==> src/rtl/charram_dram_ctrl.sv <==
// charram_dram_ctrl: single-plane 4416 character-RAM sequencer with a
// video-priority two-port arbiter and a bounded CPU starvation guard.
module charram_dram_ctrl #(
  parameter int unsigned MAX_CPU_WAIT = 2
) (
  input  logic        i_MCLK,
  input  logic        i_RST_n,
  input  logic        i_VID_REQ,
  input  logic [13:0] i_VID_ADDR,
  output logic [3:0]  o_VID_DOUT,
  output logic        o_VID_VALID,
  output logic        o_VID_OVF,
  input  logic        i_CPU_REQ,
  input  logic        i_CPU_WE,
  input  logic [13:0] i_CPU_ADDR,
  input  logic [3:0]  i_CPU_DIN,
  output logic [3:0]  o_CPU_DOUT,
  output logic        o_CPU_ACK,
  output logic        o_CPU_BUSY,
  output logic [7:0]  o_DRAM_ADDR,
  output logic [3:0]  o_DRAM_DIN,
  input  logic [3:0]  i_DRAM_DOUT,
  output logic        o_DRAM_RAS_n,
  output logic        o_DRAM_CAS_n,
  output logic        o_DRAM_RD_n,
  output logic        o_DRAM_WR_n
);

  localparam logic [2:0] WAIT_LIMIT = 3'(MAX_CPU_WAIT);

  typedef enum logic [2:0] {
    S_IDLE,
    S_ROW,
    S_COL,
    S_ACC,
    S_PRE
  } state_t;

  state_t      state, state_nxt;

  // Pending request slots (depth 1 each)
  logic        vid_full;
  logic [13:0] vid_addr;
  logic        cpu_full;
  logic        cpu_we;
  logic [13:0] cpu_addr;
  logic [3:0]  cpu_din;
  logic [2:0]  cpu_wait;

  // Access in flight, latched at the grant edge
  logic        act_vid;
  logic        act_we;
  logic [13:0] act_addr;
  logic [3:0]  act_din;

  logic        arb;
  logic        grant_vid;
  logic        grant_cpu;
  logic [13:0] sel_addr;
  logic        ras_nxt, cas_nxt, rd_nxt, wr_nxt;
  logic [7:0]  addr_nxt;
  logic [3:0]  din_nxt;

  // Arbitration, next state and next values of the registered DRAM pins.
  // Pins are computed from the next state so they change on the same edge
  // the state does; the ROW address comes straight from the winning slot.
  always_comb begin
    state_nxt = state;
    arb       = (state == S_IDLE) || (state == S_PRE);
    grant_cpu = arb && cpu_full && (!vid_full || (cpu_wait >= WAIT_LIMIT));
    grant_vid = arb && vid_full && !grant_cpu;
    sel_addr  = grant_vid ? vid_addr : cpu_addr;

    case (state)
      S_IDLE:  if (grant_vid || grant_cpu) state_nxt = S_ROW;
      S_ROW:   state_nxt = S_COL;
      S_COL:   state_nxt = S_ACC;
      S_ACC:   state_nxt = S_PRE;
      S_PRE:   state_nxt = (grant_vid || grant_cpu) ? S_ROW : S_IDLE;
      default: state_nxt = S_IDLE;
    endcase

    ras_nxt  = 1'b1;
    cas_nxt  = 1'b1;
    rd_nxt   = 1'b1;
    wr_nxt   = 1'b1;
    addr_nxt = o_DRAM_ADDR;
    din_nxt  = o_DRAM_DIN;
    case (state_nxt)
      S_ROW: begin
        ras_nxt  = 1'b0;
        addr_nxt = sel_addr[7:0];
      end
      S_COL: begin
        ras_nxt  = 1'b0;
        cas_nxt  = 1'b0;
        addr_nxt = {1'b0, act_addr[13:8], 1'b0};
      end
      S_ACC: begin
        ras_nxt  = 1'b0;
        cas_nxt  = 1'b0;
        addr_nxt = {1'b0, act_addr[13:8], 1'b0};
        rd_nxt   = act_we;
        wr_nxt   = !act_we;
        din_nxt  = act_din;
      end
      default: ;
    endcase
  end

  // State register
  always_ff @(posedge i_MCLK) begin
    if (!i_RST_n) state <= S_IDLE;
    else          state <= state_nxt;
  end

  // Request slots, starvation counter and active-access latch
  always_ff @(posedge i_MCLK) begin
    if (!i_RST_n) begin
      vid_full  <= 1'b0;
      vid_addr  <= '0;
      cpu_full  <= 1'b0;
      cpu_we    <= 1'b0;
      cpu_addr  <= '0;
      cpu_din   <= '0;
      cpu_wait  <= '0;
      o_VID_OVF <= 1'b0;
      act_vid   <= 1'b0;
      act_we    <= 1'b0;
      act_addr  <= '0;
      act_din   <= '0;
    end else begin
      // Grant clears a slot; a strobe on the same edge reloads it
      if (grant_vid) vid_full <= 1'b0;
      if (i_VID_REQ) begin
        vid_full <= 1'b1;
        vid_addr <= i_VID_ADDR;
        if (vid_full && !grant_vid) o_VID_OVF <= 1'b1;
      end

      if (grant_cpu) cpu_full <= 1'b0;
      if (i_CPU_REQ && (!cpu_full || grant_cpu)) begin
        cpu_full <= 1'b1;
        cpu_we   <= i_CPU_WE;
        cpu_addr <= i_CPU_ADDR;
        cpu_din  <= i_CPU_DIN;
      end

      if (grant_cpu)
        cpu_wait <= '0;
      else if (grant_vid && cpu_full && (cpu_wait != 3'd7))
        cpu_wait <= cpu_wait + 3'd1;

      if (grant_vid || grant_cpu) begin
        act_vid  <= grant_vid;
        act_we   <= grant_cpu && cpu_we;
        act_addr <= sel_addr;
        act_din  <= grant_cpu ? cpu_din : '0;
      end
    end
  end

  // Registered DRAM pins and requester responses (captured leaving PRE)
  always_ff @(posedge i_MCLK) begin
    if (!i_RST_n) begin
      o_DRAM_RAS_n <= 1'b1;
      o_DRAM_CAS_n <= 1'b1;
      o_DRAM_RD_n  <= 1'b1;
      o_DRAM_WR_n  <= 1'b1;
      o_DRAM_ADDR  <= '0;
      o_DRAM_DIN   <= '0;
      o_VID_VALID  <= 1'b0;
      o_VID_DOUT   <= '0;
      o_CPU_ACK    <= 1'b0;
      o_CPU_DOUT   <= '0;
    end else begin
      o_DRAM_RAS_n <= ras_nxt;
      o_DRAM_CAS_n <= cas_nxt;
      o_DRAM_RD_n  <= rd_nxt;
      o_DRAM_WR_n  <= wr_nxt;
      o_DRAM_ADDR  <= addr_nxt;
      o_DRAM_DIN   <= din_nxt;
      o_VID_VALID  <= (state == S_PRE) && act_vid;
      o_CPU_ACK    <= (state == S_PRE) && !act_vid;
      if ((state == S_PRE) && act_vid)            o_VID_DOUT <= i_DRAM_DOUT;
      if ((state == S_PRE) && !act_vid && !act_we) o_CPU_DOUT <= i_DRAM_DOUT;
    end
  end

  assign o_CPU_BUSY = cpu_full;

endmodule
==> config.mk <==
export PLATFORM = sky130hd
export DESIGN_NAME = charram_dram_ctrl
export DESIGN_NICKNAME = d
export VERILOG_FILES = /design/src/rtl/charram_dram_ctrl.sv
export SDC_FILE = /design/constraint.sdc
export NUM_CORES = 1
export LEC_CHECK = 0
export BUFFER_PORTS_ARGS = -buffer_cell sky130_fd_sc_hd__buf_2
export CORE_ASPECT_RATIO = 0.7
export CORE_UTILIZATION = 55
export DETAILED_ROUTE_END_ITERATION = 12
export PLACE_DENSITY = 0.89
export SETUP_SLACK_MARGIN = 0.1
export SYNTH_ARGS = -nofsm -noshare
export SYNTH_HDL_FRONTEND = slang
export SYNTH_SLANG_ARGS = --single-unit
export TNS_END_PERCENT = 10
==> constraint.sdc <==
create_clock -name i_MCLK -period 3.9 [get_ports i_MCLK]
set_input_delay 0.195 -clock i_MCLK [delete_from_list [all_inputs] [get_ports i_MCLK]]
set_output_delay 0.195 -clock i_MCLK [all_outputs]
set_load 0.005 [all_outputs]
# [Yosys cells after proc, flatten, opt, wreduce, memory -nomap -nowiden]
# Index checks and enable logic that the tools add are counted.
[word_totals] reg_bits=88 in_bits=41 out_inout_bits=28
[op_classes] addsub=1 magnitude_cmp=1 n_eq_ne=8 mux=12 bitwise_logic=1 reduce_logical=31
[ops] cell="8-bit case mux with 2 select lines" n=1
[ops] cell="3-bit case mux with 5 select lines" n=1
[ops] cell="14-bit two-way mux" n=1
[ops] cell="3-bit by 2-bit == test with 1-bit output (second input constant)" n=4
[ops] cell="1-bit logical AND" n=12
[ops] cell="1-bit two-way mux" n=7
[ops] cell="3-bit by 1-bit == test with 1-bit output (second input constant)" n=2
[ops] cell="1-bit logical NOT" n=6
[ops] cell="2-bit nonzero test" n=3
[ops] cell="1-bit logical OR" n=4
[ops] cell="4-bit two-way mux" n=1
[ops] cell="2-bit AND reduction" n=2
[ops] cell="2-bit OR reduction" n=2
[ops] cell="3-bit by 1-bit adder with 3-bit output (second input constant)" n=1
[ops] cell="3-bit == test (second input constant)" n=1
[ops] cell="3-bit by 2-bit greater-or-equal comparator with 1-bit output (second input constant)" n=1
[ops] cell="3-bit logical NOT" n=1
[ops] cell="3-bit two-way mux" n=1
[ops] cell="3-bit != test (second input constant)" n=1
[ops] cell="3-bit OR reduction" n=1
[ops] cell="1-bit NOT" n=1

# [Depth between registers and ports, before layout]
# Gate-level depths: netlist (run 1).
[logic_depth] ltp_word=12 mapped_depth=9 depth_no_buf=6

# [Worst setup path before layout (run 1)]
# Ideal clock, no wire load.
[synth_path] path_type="reg2reg" from="register cpu_wait[0]" to="register cpu_addr[0]" setup_ns=0.118 arrival_time_ns=1.731 required_ns=3.782 slack_ns=2.051 stages_incl_launch_ff=10 path_buffers=3 path_cell_list="dfxtp_1 > inv_1 > ha_1 > or4b_1 > buf_6 > nand2_2 > a21boi_1 > buf_6 > buf_12 > mux2i_1"
[synth_via] elab_chain_len=5
[synth_rtl] element="from (decl)" line="48" rtl="logic [2:0] cpu_wait;"
[synth_rtl] element="from (signal assigned)" line="152" rtl="cpu_wait <= cpu_wait + 3'd1;"
[synth_rtl] element="3-bit by 2-bit greater-or-equal comparator with 1-bit output" line="70" rtl="grant_cpu = arb && cpu_full && (!vid_full || (cpu_wait >= WAIT_LIMIT));"
[synth_rtl] element="1-bit logical OR" line="70"
[synth_rtl] element="1-bit logical AND" line="70"
[synth_rtl] element="1-bit logical OR" line="142" rtl="if (i_CPU_REQ && (!cpu_full || grant_cpu)) begin"
[synth_rtl] element="1-bit logical AND" line="142"
[synth_rtl] element="to (signal assigned)" line="145" rtl="cpu_addr <= i_CPU_ADDR;"
[synth_rtl] element="to (decl)" line="46" rtl="logic [13:0] cpu_addr;"
# Every way passes these cells.
# A chain may end at the register's enable or synchronous reset.

# [Worst setup path in the final report (run 1)]
[layout_path] from="register cpu_wait[0]" to="register o_VID_OVF"
[layout_via] elab_chain_len=8
[layout_rtl] element="3-bit by 2-bit greater-or-equal comparator with 1-bit output" line="70"
[layout_rtl] element="1-bit logical OR" line="70"
[layout_rtl] element="1-bit logical AND" line="70"
[layout_rtl] element="1-bit logical NOT" line="71" rtl="grant_vid = arb && vid_full && !grant_cpu;"
[layout_rtl] element="1-bit logical AND" line="71"
[layout_rtl] element="1-bit logical NOT" line="138" rtl="if (vid_full && !grant_vid) o_VID_OVF <= 1'b1;"
[layout_rtl] element="1-bit logical AND" line="138"
[layout_rtl] element="2-bit AND reduction (no source line)"
[layout_rtl] element="to (signal assigned)" line="127" rtl="o_VID_OVF <= 1'b0;"
[layout_rtl] element="to (signal assigned)" line="138"
[layout_rtl] element="to (decl)" line="12" rtl="output logic o_VID_OVF,"
# Every way passes these cells.

==> results of run 1 <==
-- worst max path at each step --
stage / to / start / slack (ns) / depth (start not counted)
finish: o_VID_OVF / cpu_wait[0] / 1.64 / 6
global route: vid_full / cpu_wait[0] / 1.48 / 6
CTS: o_VID_OVF / cpu_wait[0] / 1.66 / 6
detailed placement: o_DRAM_ADDR[5] / i_RST_n / 1.62 / 5
global placement: o_DRAM_ADDR[3] / i_RST_n / 1.70 / 5
floorplan: cpu_addr[0] / cpu_wait[0] / 2.05 / 9
-- Yosys cell counts, drive strengths merged (3+ instances only) --
library cell,number,share of area
inv,3,0.0036
mux2i,51,0.16
o211ai,4,0.0095
nand3,9,0.014
a211oi,7,0.017
nand2,50,0.060
a21oi,6,0.0095
a22oi,5,0.012
nor2,51,0.061
ha,3,0.012
buf,10,0.024
dfxtp,80,0.51
clkbuf,12,0.014
a22o,3,0.0083
a221o,4,0.013
o21ai,3,0.0047
-- per-stage QoR --
stage,worst slack (ns),cell area [µm²],util
2_1_floorplan,2.05,3160,-
3_3_place_gp,1.70,3500,0.649
3_5_place_dp,1.62,3500,0.649
4_1_cts,1.66,3670,0.680
5_1_grt,1.48,3670,0.680
6_report,1.64,3670,0.680
-- layout make-up --
type | instances | area, µm² | area share
clock buffer | 13 | 149 | 0.0406
clock inverter | 3 | 17.5 | 0.00477
inverter | 3 | 11.3 | 0.00307
multi-input combinational | 222 | 1430 | 0.390
sequential | 80 | 1600 | 0.436
tap | 72 | 90.1 | 0.0245
timing repair buffer | 72 | 370 | 0.101
-- flip-flops by register name (all words and copies together), names as in the netlist, 3 cells and up --
name and cells:
o_VID_DOUT 4, o_DRAM_ADDR 8, cpu_addr 14, vid_addr 14, cpu_din 4, act_addr 6, o_DRAM_DIN 4, act_din 4
state 3, cpu_wait 3, o_CPU_DOUT 4
-- cell families after synthesis --
family | after synthesis | synth area share
buffers and inverters | 25 | 0.0420
AO/OA/AOI/OAI | 40 | 0.0958
multiplexers | 51 | 0.162
AND/OR/NAND/NOR | 126 | 0.177
flip-flops | 80 | 0.507
adder cells (fa/ha/maj) | 3 | 0.0119
XOR/XNOR | 2 | 0.00554
-- tightest hold or removal path, cell delays in order --
cell     delay (ns)
buf_2          0.09
a21oi_1        0.04
nor2_1         0.07
-- per-layer routing --
metal  vias to the layer above  GRT usage  part of all wire
met5                         -          0                 0
li1                       1245          -                 -
met4                         0     0.0879             0.013
met2                        91      0.404              0.44
met1                      1160      0.347              0.47
met3                        11     0.0856             0.076
-- power by group through the flow --
stage	clock network (mW)	logic, mW	registers (mW)
4_1_cts	0.533	0.288	0.929
2_1_floorplan	0	0.217	0.924
3_3_place_gp	0	0.271	0.944
3_5_place_dp	0	0.282	0.947
5_1_grt	0.575	0.318	0.937
6_report	0.528	0.288	0.930
-- placed cells by master (no fill, tap or decap), drive strengths merged, types with 3 or more instances in the layout --
master,n
o21ai,3
a22o,3
a22oi,5
nand3,9
a221o,4
mux2i,51
nand2,50
clkbuf,13
a21oi,6
o211ai,4
inv,3
dfxtp,80
ha,3
nor2,51
buf,72
a211oi,7
==> flow_metrics.env, run 1 <==
export IMPL_path_cells="inv_1, ha_1, or4b_1, nand2_1, a21boi_0, a22o_1"
export IMPL_grt_antenna_before_repair=0
export IMPL_drt_iter0_drc=215
export IMPL_postSynthAreaPerCell_um2=9.67
export IMPL_vias_per_cell=5.39
export IMPL_grt_pass1_wl_mm=12.1
export IMPL_whs_path_depth=3
export IMPL_ir_drop_mv=0.341
export IMPL_syn_instance_count=327
export IMPL_min_period_over_period=0.578
export IMPL_worstPathArrival_ns=2.50
export IMPL_drc_errors=0
export IMPL_finalNonFillerCells=465
export IMPL_drv_slew=0
export IMPL_clockRootBuffer="clkbuf_8"
export IMPL_yosysSeqAreaShare=0.507
export IMPL_status="finished clean"
export IMPL_reg2reg_from="cpu_wait[0]"
export IMPL_routed_wl_mm=7.18
export IMPL_rsz0062_at_grt="false"
export IMPL_start_util=0.586
export IMPL_fin_skew_ns=0.00641
export IMPL_first_pass_iters=5
export IMPL_p_total_mw=1.75
export IMPL_yosys_most_used_dff="dfxtp_1"
export IMPL_max_cap_violations=0
export IMPL_leakage_nw=1.61
export IMPL_die_x_um=92.6
export IMPL_io_pins=69
export IMPL_slew_headroom=0.281
export IMPL_placed_cells=449
export IMPL_cts_buffers=9
export IMPL_wl_per_cell_um=15.4
export IMPL_p_switching_uw=500
export IMPL_grt_start_max_net_pins=50
export IMPL_synthArstFlopShare=0
export IMPL_synth_edf_count=0
export IMPL_setup_tns_ns=0
export IMPL_hold_path_class="in2reg"
export IMPL_io_buffers=68
export IMPL_synthesis_area_um2=3160
export IMPL_rr_worst_depth=6
export IMPL_htreeDepth=3
export IMPL_max_freq_mhz=443
export IMPL_startpoint_type="flop"
export IMPL_post_cts_buffers=0
export IMPL_synth_cell_types=42
export IMPL_area_growth_pct=16.1
export IMPL_crit_required_ns=4.15
export IMPL_p_clk_frac=0.302
export IMPL_whs_ns=0.0726
export IMPL_regToRegSetupSlack_ns=1.64
export IMPL_nFillCells=445
export IMPL_layout_drive_gt1_share=0.232
export IMPL_overflow=0
export IMPL_ant_nets=0
export IMPL_setup_viol=0
export IMPL_dieArea_um2=6060
export IMPL_worst_path_largest_cell_delay_ns=0.62
export IMPL_worstPathMaxFanout=16
export IMPL_core_um2=5400
export IMPL_tightest_slew_ns=1.06
export IMPL_p_comb_frac=0.165
export IMPL_clock_sinks=80
export IMPL_cts_resized_gates=0
export IMPL_vias=2507
export IMPL_r2r_end="o_VID_OVF"
export IMPL_crit_path_top_delay_cell="or4b_1"
export IMPL_hold_viol=0
export IMPL_grt_pass1_vias=2451
export IMPL_diodes=0
export IMPL_hp_start="i_CPU_REQ"
export IMPL_seq_power_share=0.533
export IMPL_cell_internal_pwr_mw=1.25
export IMPL_hold_path_end="o_CPU_BUSY"
export IMPL_gp_congestion=0.843
export IMPL_nNetsFinal=432
export IMPL_crit_type="reg2reg"
export IMPL_dp_hpwl_mm=5.01
export IMPL_clk_pin_slew_ns=0.08
export IMPL_worstSetupEndpointType="flop"
export IMPL_yosys_warnings=0
export IMPL_powerDensity_nw_per_um2=476
export IMPL_crit_family="simple AND/OR/NAND/NOR gates"
export IMPL_worstSkewPairLatency_ns=0.35
export IMPL_period_needed_ns=2.26
export IMPL_ys_ff_latch=80
export IMPL_critical_path_buf_inv_count=1
export IMPL_cts_hold_buffers_added=0
export IMPL_cts_buffer_depth=2
export IMPL_die_h_um=65.4
export IMPL_synth_nets=371
export IMPL_cts_tree="yes"
export IMPL_rows=22
export IMPL_grt_total_usage=0.262
export IMPL_switching_share=0.286
No activity file was read; power rests on OpenSTA's default activity.
==> run 2: changes to the inputs <==
ABC_AREA = 1   (was not set)
CORE_UTILIZATION = 48   (was 55)
PLACE_DENSITY = 0.83   (was 0.89)
clock period = 2 ns   (was 3.9 ns; I/O delays follow)
==> flow_metrics.env, run 2 <==
export IMPL_io_pins=69
export IMPL_worstSetupEndpointType="flop"
export IMPL_r2r_end="cpu_addr[10]"
export IMPL_grt_total_usage=0.212
export IMPL_hold_viol=0
export IMPL_hold_path_end="cpu_addr[6]"
export IMPL_worstPathArrival_ns=1.96
export IMPL_dp_hpwl_mm=4.95
export IMPL_synth_nets=458
export IMPL_yosys_most_used_dff="dfxtp_1"
export IMPL_whs_path_depth=3
export IMPL_crit_path_top_delay_cell="dfxtp_1"
export IMPL_htreeDepth=3
export IMPL_crit_path_frequent_cell="nand2_1"
export IMPL_synthArstFlopShare=0
export IMPL_worst_path_largest_cell_delay_ns=0.36
export IMPL_hold_path_class="in2reg"
export IMPL_grt_pass1_vias=2661
export IMPL_yosysMostFrequentCell="dfxtp_1"
export IMPL_postSynthAreaPerCell_um2=7.54
export IMPL_path_cells="inv_1, ha_1, nor2_1, nand3_1, nand2_1, nand2_1, nand2_1, buf_4, nand2_1, a21oi_1"
export IMPL_die_x_um=98.4
export IMPL_grt_antenna_before_repair=0
export IMPL_yosys_warnings=0
export IMPL_drv_slew=0
export IMPL_clockRootBuffer="clkbuf_8"
export IMPL_setup_viol=0
export IMPL_start_util=0.500
export IMPL_die_h_um=69.5
export IMPL_ir_drop_mv=0.553
export IMPL_yosysSeqAreaShare=0.513
export IMPL_worstPathMaxFanout=15
export IMPL_final_util=0.624
export IMPL_routed_wl_mm=7.03
export IMPL_cts_resized_gates=0
export IMPL_grt_pass1_wl_mm=11.4
export IMPL_multi_input_area_um2=1230
export IMPL_min_period_over_period=0.842
export IMPL_fin_skew_ns=0.00578
export IMPL_core_um2=6250
export IMPL_nNetsFinal=537
export IMPL_slew_headroom=0.693
export IMPL_post_cts_buffers=0
export IMPL_placed_area_um2=3520
export IMPL_diodes=0
export IMPL_rows=24
export IMPL_cts_tree="yes"
export IMPL_crit_start="cpu_wait[0]"
export IMPL_cts_hold_buffers_added=13
export IMPL_clock_sinks=80
export IMPL_nFillCells=583
export IMPL_vias=2909
export IMPL_yosysTopAreaCell="dfxtp_1"
export IMPL_crit_required_ns=2.28
export IMPL_mostFrequentLayoutCell="dfxtp_1"
export IMPL_first_pass_iters=8
export IMPL_overflow=0
export IMPL_synthesis_area_um2=3120
export IMPL_setup_tns_ns=0
export IMPL_cts_buffer_depth=2
export IMPL_synth_edf_count=0
export IMPL_clk_pin_slew_ns=0.08
export IMPL_io_buffers=68
export IMPL_rsz0062_at_grt="false"
export IMPL_area_growth_pct=24.8
export IMPL_largestRegisters="cpu_addr: 14 flops, vid_addr: 14 flops, o_DRAM_ADDR: 8 flops"
export IMPL_ff_latch_area_um2=1600
export IMPL_rr_worst_depth=10
export IMPL_synth_cell_types=22
export IMPL_ant_nets=0
export IMPL_layout_common_cells="80 x dfxtp_1, 71 x nand3_1, 70 x nand2_1"
export IMPL_status="finished clean"
export IMPL_vias_per_cell=5.05
export IMPL_worstSkewPairLatency_ns=0.36
export IMPL_layout_drive_gt1_share=0.195
export IMPL_wl_per_cell_um=12.2
export IMPL_dieArea_um2=6830
export IMPL_reg2reg_from="cpu_wait[0]"
export IMPL_period_needed_ns=1.68
export IMPL_grt_start_max_net_pins=41
export IMPL_cts_buffers=9
export IMPL_startpoint_type="flop"
export IMPL_drc_errors=0
export IMPL_crit_type="reg2reg"
export IMPL_max_cap_violations=0
export IMPL_ys_ff_latch=80
export IMPL_drt_iter0_drc=147
export IMPL_netlist_top_cells_count="80 x dfxtp_1, 71 x nand3_1, 70 x nand2_1"
export IMPL_hp_start="i_CPU_ADDR[6]"
export IMPL_gp_congestion=0.803
export IMPL_max_freq_mhz=594
export IMPL_synth_top_area_share=0.513
export IMPL_syn_instance_count=414
export IMPL_leakage_nw=1.79
export IMPL_regToRegSetupSlack_ns=0.32
export IMPL_tightest_slew_ns=0.458
export IMPL_synthTopCellsByArea="dfxtp_1 51%, nand3_1 11%, nand2_1 8.4%"
export IMPL_postLayoutCellArea_um2=3890
export IMPL_powerDensity_nw_per_um2=946
-- run 2: cell count changes after synthesis, moves of 16 or more --
cell and delta:
nor2_1 -16, nand2_1 +21, mux2i_1 -51, o21ai_0 +28, inv_1 +43, a21oi_1 +41
nand3_1 +62
-- run 2: layout make-up --
cell class                      instances  share of cell area
Clock buffer                            9              0.0318
Clock inverter                          7              0.0308
Inverter                               48              0.0463
Multi-Input combinational cell        263               0.315
Sequential cell                        80               0.411
Tap cell                               78              0.0251
Timing Repair Buffer                   91               0.140
-- run 2: metrics by stage --
step	cells	total power [mW]	setup slack, ns	hold slack [ns]
final	576	3.69	0.316	0.0168
after global routing	576	3.85	0.130	0.0123
after CTS	576	3.71	0.313	0.00251
after detailed placement	547	2.29	0.381	0.331
after global placement	547	2.26	0.495	0.322
after floorplan	414	2.11	0.515	0.235
-- run 2: how the worst max path moves through the flow --
stage | end | cells after the start
global route | cpu_addr[10] | 10
CTS | cpu_addr[10] | 10
global placement | cpu_addr[6] | 10
detailed placement | cpu_addr[9] | 10
floorplan | o_DRAM_ADDR[7] | 11
finish | cpu_addr[10] | 10
-- run 2: report_power, final --
group,total (mW),internal [mW],leakage (nW),switching [mW]
Combinational,0.517,0.202,1.02,0.316
Sequential,1.76,1.70,0.655,0.0596
Clock,1.41,0.830,0.119,0.581
Total,3.69,2.73,1.79,0.956
-- run 2: cells by family (layout without fill, tap and decap cells) --
group,Yosys count,after routing,share of synthesized area
AOI/OAI and AO/OA,77,77,0.124
adders and majority gates,3,3,0.0120
buffers and inverters,71,155,0.0938
DFF,80,80,0.513
and+or+nand+nor,183,183,0.257
-- run 2: critical path: cells and delay by family (launching register included) --
family	cells	cell delay [ns]
and+or+nand+nor	6	0.60
adders and majority gates	1	0.19
AOI/OAI and AO/OA	1	0.14
DFF	1	0.36
buffers and inverters	2	0.31
-- run 2: layer usage --
metal	track usage	part of all wire
met5	0	0
met2	0.365	0.48
met3	0.0595	0.054
met4	0.0697	0.013
met1	0.256	0.45
